===== config.mk =====
export PLATFORM = sky130hd
export DESIGN_NAME = branch_predict_cond
export DESIGN_NICKNAME = d
export VERILOG_FILES = /design/src/rtl/branch_predict_cond.sv
export SDC_FILE = /design/constraint.sdc
export NUM_CORES = 1
export LEC_CHECK = 0
export BUFFER_PORTS_ARGS = -buffer_cell sky130_fd_sc_hd__buf_2
export CORE_MARGIN = 4
export CORE_UTILIZATION = 40
export DETAILED_ROUTE_END_ITERATION = 8
export PLACE_DENSITY = 0.83
export REMOVE_ABC_BUFFERS = 1
export SYNTH_ARGS = -nofsm -noshare
export SYNTH_HDL_FRONTEND = slang
export SYNTH_SLANG_ARGS = --single-unit

===== constraint.sdc =====
create_clock -name clk -period 2.42 [get_ports clk]
set_input_delay 0 -clock clk [delete_from_list [all_inputs] [get_ports clk]]
set_output_delay 0 -clock clk [all_outputs]
set_load 0.02 [all_outputs]

===== src/rtl/branch_predict_cond.sv =====
// Resolves EX-stage branches and jumps, predicts IF branches with a BHT of saturating
// counters, drives the PC select and sequences a registered flush. Optional BRPERF_EN adds branch/mispredict counters.
module branch_predict_cond #(
    parameter int XLEN         = 32,
    parameter int BHT_DEPTH    = 16,
    parameter int CTR_W        = 2,
    parameter int FLUSH_CYCLES = 2
) (
    input  logic            clk,
    input  logic            rst_n,
    input  logic [XLEN-1:0] if_pc,
    output logic            if_pred_taken,
    input  logic [XLEN-1:0] ex_pc,
    input  logic [6:0]      ex_opcode,
    input  logic [2:0]      ex_func3,
    input  logic            ex_pred_taken,
    input  logic [XLEN-1:0] rs1,
    input  logic [XLEN-1:0] rs2,
    input  logic            flushed,
    input  logic            int_taken,
    output logic [2:0]      pc_sel,
    output logic            flush_o,
    output logic [31:0]     br_count,
    output logic [31:0]     mispred_count
);

    // state | meaning
    // IDLE  | normal operation, EX may redirect
    // FLUSH | squashing IF/ID/EX for FLUSH_CYCLES after a redirect
    typedef enum logic {IDLE, FLUSH} state_t;

    localparam int IDX_W = $clog2(BHT_DEPTH);
    localparam int CNT_W = $clog2(FLUSH_CYCLES) + 1;

    localparam logic [6:0] OP_BRANCH = 7'b1100011;
    localparam logic [6:0] OP_JAL    = 7'b1101111;
    localparam logic [6:0] OP_JALR   = 7'b1100111;

    localparam logic [2:0] SEL_PC4   = 3'b000;
    localparam logic [2:0] SEL_JALR  = 3'b001;
    localparam logic [2:0] SEL_BR    = 3'b010;
    localparam logic [2:0] SEL_JAL   = 3'b011;
    localparam logic [2:0] SEL_TRAP  = 3'b100;
    localparam logic [2:0] SEL_RECOV = 3'b101;
    localparam logic [2:0] SEL_PRED  = 3'b110;

    state_t           state, state_next;
    logic [CNT_W-1:0] cnt, cnt_next;
    logic [CTR_W-1:0] bht [BHT_DEPTH];

    logic [IDX_W-1:0] if_idx, ex_idx;
    logic             squash, br_valid, taken, redirect, bht_we;
    logic             eq, lt, ltu;
    logic [CTR_W-1:0] ctr_cur, ctr_upd;
    logic [2:0]       sel;

    assign if_idx = if_pc[IDX_W+1:2];
    assign ex_idx = ex_pc[IDX_W+1:2];

    logic unused_pc_bits;
    assign unused_pc_bits = ^{if_pc[XLEN-1:IDX_W+2], if_pc[1:0],
                              ex_pc[XLEN-1:IDX_W+2], ex_pc[1:0]};

    assign if_pred_taken = bht[if_idx][CTR_W-1];
    assign squash        = flushed | (state == FLUSH);

    assign eq  = (rs1 == rs2);
    assign ltu = (rs1 < rs2);
    assign lt  = ($signed(rs1) < $signed(rs2));

    always_comb begin
        br_valid = 1'b0;
        taken    = 1'b0;
        if (ex_opcode == OP_BRANCH) begin
            br_valid = 1'b1;
            unique case (ex_func3)
                3'b000:  taken = eq;
                3'b001:  taken = !eq;
                3'b100:  taken = lt;
                3'b101:  taken = !lt;
                3'b110:  taken = ltu;
                3'b111:  taken = !ltu;
                default: br_valid = 1'b0;
            endcase
        end
    end

    always_comb begin
        sel = SEL_PC4;
        if (!rst_n)
            sel = SEL_PC4;
        else if (int_taken)
            sel = SEL_TRAP;
        else if (!squash && ex_opcode == OP_JAL)
            sel = SEL_JAL;
        else if (!squash && ex_opcode == OP_JALR)
            sel = SEL_JALR;
        else if (!squash && br_valid && taken && !ex_pred_taken)
            sel = SEL_BR;
        else if (!squash && br_valid && !taken && ex_pred_taken)
            sel = SEL_RECOV;
        else if (if_pred_taken && !squash)
            sel = SEL_PRED;
    end

    assign pc_sel   = sel;
    assign redirect = (sel != SEL_PC4) && (sel != SEL_PRED);

    // Correctly predicted branches still train the table; squashed ones never do.
    assign bht_we  = br_valid && !squash && !int_taken;
    assign ctr_cur = bht[ex_idx];

    always_comb begin
        ctr_upd = ctr_cur;
        if (taken) begin
            if (ctr_cur != {CTR_W{1'b1}})
                ctr_upd = ctr_cur + CTR_W'(1);
        end else begin
            if (ctr_cur != '0)
                ctr_upd = ctr_cur - CTR_W'(1);
        end
    end

    always_ff @(posedge clk) begin
        if (!rst_n) begin
            for (int i = 0; i < BHT_DEPTH; i++)
                bht[i] <= CTR_W'(1);
        end else if (bht_we) begin
            bht[ex_idx] <= ctr_upd;
        end
    end

    always_comb begin
        state_next = state;
        cnt_next   = cnt;
        unique case (state)
            IDLE: begin
                if (redirect) begin
                    state_next = FLUSH;
                    cnt_next   = CNT_W'(FLUSH_CYCLES - 1);
                end
            end
            FLUSH: begin
                if (redirect)
                    cnt_next = CNT_W'(FLUSH_CYCLES - 1);
                else if (cnt == '0)
                    state_next = IDLE;
                else
                    cnt_next = cnt - CNT_W'(1);
            end
            default: state_next = IDLE;
        endcase
    end

    always_ff @(posedge clk) begin
        if (!rst_n) begin
            state   <= IDLE;
            cnt     <= '0;
            flush_o <= 1'b0;
        end else begin
            state   <= state_next;
            cnt     <= cnt_next;
            flush_o <= (state_next == FLUSH);
        end
    end

`ifdef BRPERF_EN
    logic [31:0] br_q, mis_q;

    always_ff @(posedge clk) begin
        if (!rst_n) begin
            br_q  <= '0;
            mis_q <= '0;
        end else if (bht_we) begin
            br_q <= br_q + 32'd1;
            if (sel == SEL_BR || sel == SEL_RECOV)
                mis_q <= mis_q + 32'd1;
        end
    end

    assign br_count      = br_q;
    assign mispred_count = mis_q;
`else
    assign br_count      = '0;
    assign mispred_count = '0;
`endif

endmodule


* Yosys cells after proc, flatten, opt, wreduce, memory -nomap -nowiden
Memories as Yosys holds them, arrays and structs flattened.
Cells that the tools add are included.
** Storage, ports and cells
- RAM bits :: 32
- Input port bits :: 143
- Register bits :: 3
- Logic and storage cells :: 76
- Memories :: 1
- Output and inout bits :: 69
** Operators by class
- Reductions and logical operators :: 24
- Equality and inequality tests :: 13
- Order comparisons :: 2
- Add/subtract/negate cells :: 3
- Multiplexer cells :: 29
- Bitwise logic cells :: 2
** Memory list
- bht :: words 16, width 2, rd ports 2, clocked after memory_dff 0, wr ports 16, RTL line 49 : logic [CTR_W-1:0] bht [BHT_DEPTH];
** Operator list (number)
- 32-bit less-than comparator :: 2
- 32-bit equality test :: 1
- 7-bit equality test, second input constant :: 3
- 3-bit 2-to-1 mux :: 7
- 2-bit 2-to-1 mux :: 7
- 3-bit equality test, second input constant :: 4
- 1-bit 2-to-1 mux :: 11
- 1-bit logical AND :: 10
- 1-bit zero test :: 7
- 3-bit != test, second input constant :: 2
- 1-bit case mux with 6 select lines :: 1
- 6-bit OR reduction :: 1
- 4-bit 2-to-1 mux :: 1
- 2-bit != test, second input constant :: 2
- 2-bit case mux with 2 select lines :: 1
- 2-bit by 1-bit subtractor with 2-bit output, second input constant :: 2
- 3-bit by 1-bit equality test with 1-bit output, second input constant :: 1
- 3-bit zero test :: 1
- 3-bit nonzero test :: 1
- 2-bit by 1-bit adder with 2-bit output, second input constant :: 1
- 2-bit zero test :: 1
- 1-bit case mux with 2 select lines :: 1
- 2-bit AND reduction :: 1
- 2-bit nonzero test :: 1
- other kinds (3) :: 3

* Logic depth before layout (Yosys ltp)
- Depth after elaboration :: 17
- Gate-level depth with buffers :: 11
- Gate-level depth less buffers :: 10

* Worst setup path before layout
Ideal clock, no wire load.
- Kind :: register -> register
- Start point :: reg state
- End point :: mem bht[0][0] (data pin)
- Clock period less this slack :: 2569 ps
- Slack :: -149 ps
- Data required time :: 2161 ps
- Path buffers :: 1
- Setup time :: 259 ps
- Arrival :: 2310 ps
- Stages on the path, launching flop included :: 8
- Path through :: dfxtp_1 or3_1 a2111oi_4 nand2_1 or3_1 buf_2 or3_1 nand2b_1
** RTL lines
- start, declared :: RTL line 47 : state_t state, state_next;
- start signal, assigned :: RTL line 161 : state <= state_next;
- end, declared :: RTL line 49

==> metrics.md <==
| Metric | Value |
|---|---|
| Core Box Area | `~8200 sq um` |
| Kind of critical path | `reg2out` |
| Yosys reg bits | `35` |
| Main synth FF type | `edfxtp_1` |
| Status | `finished with violations` |
| Worst vdd ir | `474 uV` |
| CTS Buf Count | `5` |
| Commonest non-fill, non-tap cell in the layout | `buf_2` |
| Hold_buf cts | `0` |
| Number of flops mapped to enable cells by yosys | `32` |
| Total power draw | `1570 uW` |
| Most frequent cells in the layout | `90 x buf_2, 64 x conb_1, 38 x inv_1` |
| Crit-path slowest cell | `mux4_2` |
| Worst EP required | `2.42 ns` |
| Global-route wire length before repair | `13400 um` |
| CP startpoint kind | `flop` |
| # Max-Cap Violations | `0` |
| Synth area leaders | `edfxtp_1 28%, buf_4 14%, ha_1 12%` |
| CTS tree | `yes` |
| Sequential element share of the synthesized area | `30.1%` |
| Largest net degree at the start of global routing | `21` |
| Antenna violations before repair | `0` |
| Ant diodes | `0` |
| Final slew viol count | `0` |
| Area occupied by multi-input gates | `2010 sq um` |
| Die Width | `around 100 um` |
| Global-route usage over all layers | `16.5%` |
| Endpoint type of the worst setup path | `primary output` |
| Crit-path max FO | `3` |
| # IOs | `212` |
| Share of layout cells above drive strength 1 | `approximately 32%` |
| Vias in the first global route | `a little under 3000` |
| Setup slack after layout | `-0.0300 ns` |
| Worst Hold Class | `in2reg` |
| Gate Count Post-Synth | `369` |
| Top cell type by total area after synthesis | `edfxtp_1` |
| Syn-to-layout area delta | `19.8%` |
| Post-synth top area share | `between 20% and 30%` |
| Clock root cell | `clkbuf_8` |
| Post-Place Worst Slack | `-0.250 ns` |
| Hold_ws | `approximately 0.011 ns` |
| Clock Pin Slew Worst Setup and Hold Paths | `roughly 0.070 ns` |
| Routed Antenna Nets | `0` |
| Grt ovf | `0` |
| Total wire length | `8580 um` |
| First-pass detailed-route iteration total | `4` |
| Starting Density | `about two fifths` |
| Sink Count | `35` |
| Routed wire per std cell | `14.6 um` |
| Top achievable clock speed | `0.408 GHz` |
| Failing checks | `negative setup slack` |
| Syn_area_per_cell | `between 9 and 10 sq um` |
| Final period util | `101%` |
| Fin crit period | `2.45 ns` |
| # setup viols final | `1` |
| CP Cell Sequence | `mux4_2, mux4_2, nand2_2, a211oi_1, o41a_1, buf_6` |
| Cell row count | `33` |
| Chip height | `100 um` |
| Clock Latency Late Sink | `0.28 ns` |
| IO buf count | `91` |
| Most numerous cell on the critical path | `mux4_2` |
| Vias post-DR | `2944` |
| Reg area | `1020 sq um` |
| Async set or reset register ratio after synthesis | `0%` |
| Final setup TNS | `-0.0300 ns` |
| Final hold vios | `0` |
| Ys Warns | `0` |
| Die area | `between 10000 and 15000 sq um` |
| Layout net count | `659` |
| Via/cell ratio | `roughly 5` |
| Post-Syn Area | `3390 sq um` |
| Max clock buf depth | `2` |
| Leakage | `0.00185 uW` |
| Power per cell area | `around 390 nW/um^2` |
| Critical Path AT | `2.45 ns` |
| Fill cells | `745` |
| Dpl hpwl | `7160 um` |
| RSZ-0062 raised after global routing | `yes` |
| DRT iter0 DRCs | `134` |
| CTS H-tree lvls | `2` |
| Max incr delay on CP | `0.52 ns` |
| Post-synthesis cell type count | `41` |
| Routability cong. | `0.873` |
| Setup Skew | `0.00511 ns` |
| # DRC | `0` |
==> final timing paths <==
path	slack (ns)	cells after the start	to	startpoint
setup reg to reg	0.09	6	bht[0][0]$_SDFFCE_PN1P_	state$_SDFF_PN0_
hold / removal	0.01	2	state$_SDFF_PN0_	int_taken
hold reg to reg	0.58	2	cnt[1]$_SDFFE_PN0P_	cnt[1]$_SDFFE_PN0P_
setup / recovery	-0.03	6	pc_sel[2]	bht[2][1]$_SDFFCE_PN0P_
==> cell type report <==
type,instances,share of cell area (%)
Multi-Input combinational cell,283,49.5
Sequential cell,35,25.1
Timing Repair Buffer,120,16.7
Clock buffer,5,1.69
Tap cell,105,3.23
Clock inverter,2,0.216
Inverter,38,3.51
==> state kept, by name, summed over array words and instances (netlist names) <==
signal  count
bht        32
cnt         2
state       1
==> through the flow <==
stage	utilization (%)	cells	cell area, sq um
2_1_floorplan	-	356	3100
3_3_place_gp	47.2	577	3870
3_5_place_dp	47.2	577	3870
4_1_cts	48.8	586	4010
5_1_grt	49.5	588	4060
6_report	49.5	588	4060
==> kinds of logic (layout without fill, tap and decap cells) <==
logic type                 Yosys count  after routing  synth area share [%]
AOI/OAI and AO/OA                   47             47                  9.41
xor gates and xnor gates             3              3                 0.775
adders and majority gates           34             34                  12.5
buffers and inverters              114            165                  19.8
DFF                                 35             35                  30.1
muxes                               16             16                  10.3
other                                1             64                 0.111
and+or+nand+nor                    119            119                  17.1
==> routing by layer <==
metal  vias to the layer above  GRT usage, %  wire length [um]
met5                         -             0                 0
met4                         0          4.25               162
met3                        15          2.71               791
met2                       141          30.6              4510
met1                      1382          19.8              3110
li1                       1406             -                 -
==> what timing repair did <==
item / 4_1_cts / 5_1_grt
resized for setup: 10 / 11
hold endpoints to repair: 0 / 0
setup buffers: 2 / 2
pin swaps: 2 / 6
endpoints found under the setup margin: 2 / 15
==> power breakdown <==
part | leakage (uW) | internal (uW) | switching (uW)
sequential | 0.000312 | 673 | 7.88
clock | 0.0000414 | 191 | 201
combinational | 0.00150 | 198 | 300
total | 0.00185 | 1060 | 509
==> cells in the mapped netlist, drive strengths merged, types with 2 or more instances <==
cell type	number
buf	68
inv	38
nand2	35
ha	33
edfxtp	32
nor2	25
a21oi	15
mux4	15
o21ai	15
nand4	12
nor3	12
clkbuf	8
nand2b	8
nand3	7
nor2b	6
nor4	5
or3	5
a21o	3
dfxtp	3
o41a	3
a2111oi	2
a211oi	2
xor2	2
==> critical path: cells and delay by family (launching register included) <==
family	cells	cell delay, ns
buffers and inverters	1	0.14
AO/OA/AOI/OAI	2	0.47
multiplexers	2	1.03
flip-flops	1	0.40
AND/OR/NAND/NOR	1	0.12
Power figures use the tool's default switching activity.
